===== src/rtl/cf_axis_sched.sv =====
// cf_axis_sched: buffers per-axis IMU samples and, once per tick, issues every
// pending axis in X,Y,Z order to a shared filter datapath, storing each returned angle.
module cf_axis_sched #(
    parameter int TICK_DIV = 5000,
    parameter int TIMEOUT  = 64
) (
    input  logic        clk,
    input  logic        RST,
    input  logic        en,
    input  logic        wr_valid,
    input  logic [1:0]  wr_axis,
    input  logic [15:0] wr_gyro,
    input  logic [15:0] wr_a,
    input  logic [15:0] wr_b,
    output logic        dp_start,
    output logic [1:0]  dp_axis,
    output logic [15:0] dp_gyro,
    output logic [15:0] dp_a,
    output logic [15:0] dp_b,
    input  logic        dp_done,
    input  logic [31:0] dp_angle,
    output logic [31:0] angle_x,
    output logic [31:0] angle_y,
    output logic [31:0] angle_z,
    output logic [2:0]  upd,
    output logic [3:0]  status,
    input  logic        clr_status,
    output logic [1:0]  dbg_state_o
);

    localparam int CNT_W = (TICK_DIV > 1) ? $clog2(TICK_DIV) : 1;
    localparam int TMR_W = (TIMEOUT > 1) ? $clog2(TIMEOUT) : 1;

    typedef enum logic [1:0] {
        IDLE  = 2'd0,
        ISSUE = 2'd1,
        WAIT  = 2'd2,
        STORE = 2'd3
    } state_t;

    state_t           state_q;
    logic [CNT_W-1:0] cnt_q;
    logic [TMR_W-1:0] tmr_q;
    logic [2:0]       pending_q, pending_d;
    logic [2:0]       mask_q;
    logic [2:0][47:0] buf_q;
    logic [2:0][47:0] work_q;
    logic [2:0][31:0] angle_q;
    logic [3:0]       status_q, status_d;
    logic             dp_start_q;
    logic [1:0]       dp_axis_q;
    logic [47:0]      dp_ops_q;
    logic [2:0]       upd_q;

    logic             tick, snap, wr_ok, to_hit;
    logic [1:0]       pick;
    logic [2:0]       rest;

    // Datapath handshake: dp_start is a one-cycle request with operands held
    // until the next issue; dp_done is a one-cycle reply honoured only in WAIT.
    always_comb begin
        tick      = en && (cnt_q == CNT_W'(TICK_DIV - 1));
        snap      = tick && (state_q == IDLE);
        wr_ok     = wr_valid && (wr_axis != 2'd3);
        to_hit    = (state_q == WAIT) && !dp_done && (tmr_q == TMR_W'(TIMEOUT - 1));
        pick      = mask_q[0] ? 2'd0 : (mask_q[1] ? 2'd1 : 2'd2);
        rest      = mask_q & ~(3'b001 << dp_axis_q);
        pending_d = snap ? 3'b000 : pending_q;
        if (wr_ok) begin
            pending_d[wr_axis] = 1'b1;
        end
        status_d = clr_status ? 4'b0000 : status_q;
        status_d = status_d | {to_hit,
                               wr_valid && (wr_axis == 2'd3),
                               tick && (state_q != IDLE),
                               wr_ok && pending_q[wr_axis] && !snap};
    end

    always_ff @(posedge clk or negedge RST) begin
        if (!RST) begin
            state_q    <= IDLE;
            cnt_q      <= '0;
            tmr_q      <= '0;
            pending_q  <= '0;
            mask_q     <= '0;
            buf_q      <= '0;
            work_q     <= '0;
            angle_q    <= '0;
            status_q   <= '0;
            dp_start_q <= 1'b0;
            dp_axis_q  <= '0;
            dp_ops_q   <= '0;
            upd_q      <= '0;
        end else begin
            cnt_q      <= (!en || tick) ? '0 : cnt_q + 1'b1;
            pending_q  <= pending_d;
            status_q   <= status_d;
            dp_start_q <= 1'b0;
            upd_q      <= '0;
            if (wr_ok) begin
                buf_q[wr_axis] <= {wr_gyro, wr_a, wr_b};
            end
            case (state_q)
                IDLE: begin
                    // The round works from a copy, so same-cycle writes wait for the next tick.
                    if (snap) begin
                        mask_q <= pending_q;
                        work_q <= buf_q;
                        if (pending_q != 3'b000) begin
                            state_q <= ISSUE;
                        end
                    end
                end
                ISSUE: begin
                    dp_axis_q  <= pick;
                    dp_ops_q   <= work_q[pick];
                    dp_start_q <= 1'b1;
                    tmr_q      <= '0;
                    state_q    <= WAIT;
                end
                WAIT: begin
                    if (dp_done) begin
                        angle_q[dp_axis_q] <= dp_angle;
                        upd_q[dp_axis_q]   <= 1'b1;
                        state_q            <= STORE;
                    end else if (to_hit) begin
                        mask_q  <= rest;
                        state_q <= (rest != 3'b000) ? ISSUE : IDLE;
                    end else begin
                        tmr_q <= tmr_q + 1'b1;
                    end
                end
                STORE: begin
                    mask_q  <= rest;
                    state_q <= (rest != 3'b000) ? ISSUE : IDLE;
                end
                default: state_q <= IDLE;
            endcase
        end
    end

    assign dp_start    = dp_start_q;
    assign dp_axis     = dp_axis_q;
    assign dp_gyro     = dp_ops_q[47:32];
    assign dp_a        = dp_ops_q[31:16];
    assign dp_b        = dp_ops_q[15:0];
    assign angle_x     = angle_q[0];
    assign angle_y     = angle_q[1];
    assign angle_z     = angle_q[2];
    assign upd         = upd_q;
    assign status      = status_q;
    assign dbg_state_o = state_q;

endmodule


===== config.mk =====
export PLATFORM = sky130hd
export DESIGN_NAME = cf_axis_sched
export DESIGN_NICKNAME = d
export VERILOG_FILES = /design/src/rtl/cf_axis_sched.sv
export SDC_FILE = /design/constraint.sdc
export NUM_CORES = 1
export LEC_CHECK = 0
export CAP_MARGIN = 20
export CORE_UTILIZATION = 54
export DETAILED_ROUTE_END_ITERATION = 10
export GPL_TIMING_DRIVEN = 0
export MAX_ROUTING_LAYER = met4
export PLACE_DENSITY = 0.81
export SYNTH_ARGS = -nofsm -noshare
export SYNTH_HDL_FRONTEND = slang
export SYNTH_SLANG_ARGS = --single-unit

===== constraint.sdc =====
create_clock -name clk -period 4.1 [get_ports clk]
set_input_delay 0.82 -clock clk [delete_from_list [all_inputs] [get_ports clk]]
set_output_delay 0.82 -clock clk [all_outputs]
set_load 0.005 [all_outputs]

# After elaboration in Yosys (flattened, before gate mapping)
# Cells that the tools add are included.
# totals
reg_bits,469
inputBits,88
out_inout_bits,156
elab_cells,106
# op_classes
n_addsub,2
magnitude_cmp,5
eq_ne,13
n_shift,1
mux,36
n_bitwise,4
reduce_logical,26
# op_table
cell,n
144-bit bitwise mux,1
48-bit binary-select mux with 2-bit select,1
96-bit bitwise mux,1
48-bit demux with 2-bit select,1
48-bit two-way mux,2
32-bit demux with 2-bit select,1
32-bit two-way mux,1
3-bit two-way mux,7
"13-bit by 1-bit adder with 13-bit output, second input constant",1
"13-bit == test, second input constant",1
13-bit two-way mux,1
2-bit two-way mux,6
6-bit two-way mux,2
6-bit one-hot mux with 2 select lines,1
1-bit logical AND,11
"2-bit != test, second input constant",5
"2-bit by 3-bit < comparator with 1-bit output, second input constant",3
3-bit one-hot mux with 3 select lines,1
3-bit nonzero test,3
2-bit one-hot mux with 4 select lines,1
"6-bit by 1-bit adder with 6-bit output, second input constant",1
"2-bit == test, second input constant",3
"6-bit == test, second input constant",1
3-bit AND reduction,2
other kinds (19),29

# Longest topological paths before layout
# depth
ltp_word,8
depth_mapped,9
ltp_nobuf,7

# Worst setup path before layout
# Ideal clock, no wire load.
# synth_timing
path_kind,input-to-reg
start,in wr_axis[1]
end,reg buf_q[38] (netlist bit)
setup_ps,125
t_arrival_ps,1952
t_required_ps,3975
setup_slack_ps,2023
cell_stages,4
n_path_buf,2
path_cell_list,nor3b_1 buf_2 buf_2 mux2_2
# synth_via
elab_chain_cells,5
word_cells_on_any_way,8
classes_between,2 x order compare; 1 x eq/ne; 3 x mux; 2 x reduce/logical
# synth_rtl
element,line_no,text
"start, declared",11,"input logic [1:0] wr_axis,"
2-bit by 3-bit < comparator with 1-bit output (not written as such) / 2-bit by 1-bit >= comparator with 1-bit output (equally long branches),101,"buf_q[wr_axis] <= {wr_gyro, wr_a, wr_b};"
1-bit logical AND (not written as such),101,
48-bit two-way mux (not written as such),101,
48-bit demux with 2-bit select,101,
144-bit bitwise mux,101,
"end signal, assigned by index",101,
"end, declared",46,logic [2:0][47:0] buf_q;
# Parallel ways exist; a longest one is shown, timed or not.
# A chain may end at the register's enable or synchronous reset.

# Worst setup path after layout
# layout_timing
start,reg state_q[0] (netlist: dbg_state_o[0])
end,"reg angle_q, in the netlist angle_z[17]"
# layout_via
elab_chain_cells,2
# layout_rtl
element,line_no,text
"start, declared",41,state_t state_q;
"start signal, assigned",128,state_q <= (rest != 3'b000) ? ISSUE : IDLE;
"start signal, assigned",135,state_q <= (rest != 3'b000) ? ISSUE : IDLE;
2-bit == test,103,case (state_q)
2-bit AND reduction (no line),-,
"end signal, assigned by index",123,angle_q[dp_axis_q] <= dp_angle;
"end, declared",48,logic [2:0][31:0] angle_q;
# Every way passes these cells.

==> results.yml <==
placed_design:
  place_hpwl_um: 29100
  place_area_sq_um: 22300
  port_buffers: 243
  routabilityCongestion: 0.890
clock_tree:
  clk_latency_ps: 570
  clockBufferDepth: 3
  cts_root_buffer: "clkbuf_16"
  cts_setup_buffers: 0
  cts_made_buffers: 46
  worst_setup_hold_path_clk_slew_ps: 60
  cts_tree: "yes"
  cts_num_sinks: 469
  hold_buffers: 0
  cts_resized: 0
  cts_max_level: 2
setup_path:
  r2r_slack_ps: 1550
  crit_buf_inv: 4
  end_kind: "flip-flop"
  cp.required_ps: 4590
  crit_start: "dbg_state_o[0]$_DFFE_PN0P_"
  crit_family: "buffers and inverters"
  reg2reg_depth: 8
  crit_chain: "inv_1, ha_1, clkbuf_1, nand4_1, inv_1, buf_1, nand2_1, nand2_1"
  timing.rr.end: "angle_z[17]$_DFFE_PN0P_"
  setup.worst_path.start_class: "flip-flop"
  slowest_stage: "dfrtp_1"
  rr_startpoint: "dbg_state_o[0]$_DFFE_PN0P_"
  critical_path_class: "reg2reg"
  crit_fanout: 10
  arrival_ps: 3050
  cpPeakStageDelay_ps: 450
synth:
  synthCells: 1388
  synth-edff-count: 0
  yosys.area.top_type: "dfrtp_1"
  synth_seq_cells: 469
  synth_common_cells: "dfrtp_1 (469), mux2_2 (267), nand2_1 (261)"
  syn_avg_cell_area_sq_um: 13.8
  synth-async-reset-ratio_pct: 100
  yosysSeqAreaShare_pct: 61.2
  synth.area.top_cells: "dfrtp_1 (61%), mux2_2 (16%), mux2_4 (7.8%)"
  synth-main-ff-cell: "dfrtp_1"
  yosysMostFrequentCell: "dfrtp_1"
  synth_area_sq_um: 19200
  synth_cell_type_count: 43
  ys_warn_count: 0
  netlist.area_leader.share_pct: 61.2
  syn_nets: 1483
global_routing:
  gr-total-overflow: 0
  first_global_vias: 12639
  grt_pass1_wl_um: 69500
  track_usage_pct: 25.3
  antenna_found_initial: 3
  grt_max_degree: 124
sta:
  tns_ps: 0
  period_minus_slack_ps: 2550
  min_period_over_period_pct: 62.3
  setup_viol: 0
  fmax_mhz: 392
  hold_ws_ps: 225
  hold_viol: 0
  slew_headroom_pct: 48.5
  tightestPinTransition_ps: 773
  clock_skew_ps: 12.2
  rsz0062_at_grt: "no"
  slew_viol_final: 0
status:
  status: "complete, no violations"
die:
  pin_count: 244
  num_rows: 68
  die_h_um: 190
  coreArea_sq_um: 34700
  start_util_pct: 55.3
  dieWidth_um: 190
  dieArea_sq_um: 36300
power_and_ir_drop:
  p_int_mw: 7.74
  clkPwrFrac_pct: 43.6
  switchingPower_mw: 2.17
  power_density_nw_per_um2: 415
  irDropWorstVdd_mv: 0.291
  p_sw_share_pct: 21.9
  share_seq_of_total_power_pct: 50.9
  p_leak_nw: 11.4
  share_comb_of_total_power_pct: 5.6
finish:
  area_growth_pct: 24.4
  postLayoutCoreUtil_pct: 68.7
  multiInputGateArea_sq_um: 7000
  fin_nets: 1778
  drive_above_1_share_pct: 28.4
  fillers: 2363
  seq_area_sq_um: 11700
  postLayoutCellArea_sq_um: 23900
route:
  drtAntennaViolNets: 0
  wl_per_cell_um: 19.9
  drtIter0Drc: 602
  drc: 0
  dr.pass1.iters: 6
  via_per_inst: 5.45
  route.vias.total: 11854
  wl_um: 43300
run:
  drv_cap: 0
worst_hold_path:
  hold_path.class: "in2async"
-- cells in the final DEF (no fill, tap or decap), types with 8 or more instances in the layout --
cell type and instances:
buf_6 14, buf_2 18, dfrtp_1 469, clkinv_2 8
nor2_1 16, buf_1 16, clkbuf_16 47, mux2i_1 51
mux2_2 267, clkbuf_8 13, inv_1 11, clkdlybuf4s50_1 242
clkbuf_1 30, mux2_4 100, nand2_1 261, o21ai_0 55
-- registers in the layout, indices dropped and copies added, names as in the netlist --
name	cells
angle_x	32
angle_y	32
angle_z	32
buf_q	144
cnt_q	13
dbg_state_o	2
dp_axis	2
dp_ops_q	48
dp_start	1
mask_q	3
pending_q	3
status	4
tmr_q	6
upd	3
work_q	144
-- area by class of cell --
cell class	count	share of cell area (%)
inverters	11	0.173
multi-input cells	835	29.3
repair buffers	247	10.7
clock inverters	16	0.760
flip-flops and latches	469	49.2
diodes	3	0.0315
clock buffers	65	5.76
plain buffers	73	1.68
well taps	455	2.39
-- how the worst max path moves through the flow --
stage,endpoint,slack [ps],cells past startpoint
after global placement,dp_ops_q[35]$_DFFE_PN0P_,-17670,1
after floorplan,buf_q[38]$_DFFE_PN0P_,2020,4
after CTS,dp_ops_q[31]$_DFFE_PN0P_,1510,5
after detailed placement,buf_q[43]$_DFFE_PN0P_,980,5
final,angle_z[17]$_DFFE_PN0P_,1550,8
after global routing,angle_z[6]$_DFFE_PN0P_,1360,8
-- metrics by stage --
step                      worst slack (ps)  power, mW  instances
final                                 1550       9.91       2174
after CTS                             1510       9.99       2171
after global placement              -17670       5.63       2086
after global routing                  1360       10.3       2174
after detailed placement               975       5.68       2090
after floorplan                       2020       5.37       1388
-- kinds of logic after synthesis --
family                     count (synthesis)  synth area share, %
xor gates and xnor gates                  12                0.548
AOI/OAI and AO/OA                         78                 2.34
muxes                                    420                 26.3
DFF                                      469                 61.2
adders and majority gates                  7                0.457
buffers and inverters                     84                 2.31
and+or+nand+nor                          318                 6.89
-- routing by layer --
metal	up-vias	part of all wire (%)	GRT usage, %
met3	63	5.9	5.17
li1	5368	-	-
met4	0	2.2	7.02
met1	6107	43	31.9
met5	-	0	-
met2	316	49	41.7
-- power groups by stage --
stage               registers, mW  clock network (mW)  logic, mW
floorplan                    5.08                   0      0.287
global placement             5.12                   0      0.518
detailed placement           5.13                   0      0.554
CTS                          5.04                4.39      0.562
global route                 5.07                4.58      0.607
finish                       5.04                4.32      0.551
Power figures use the tool's default switching activity.
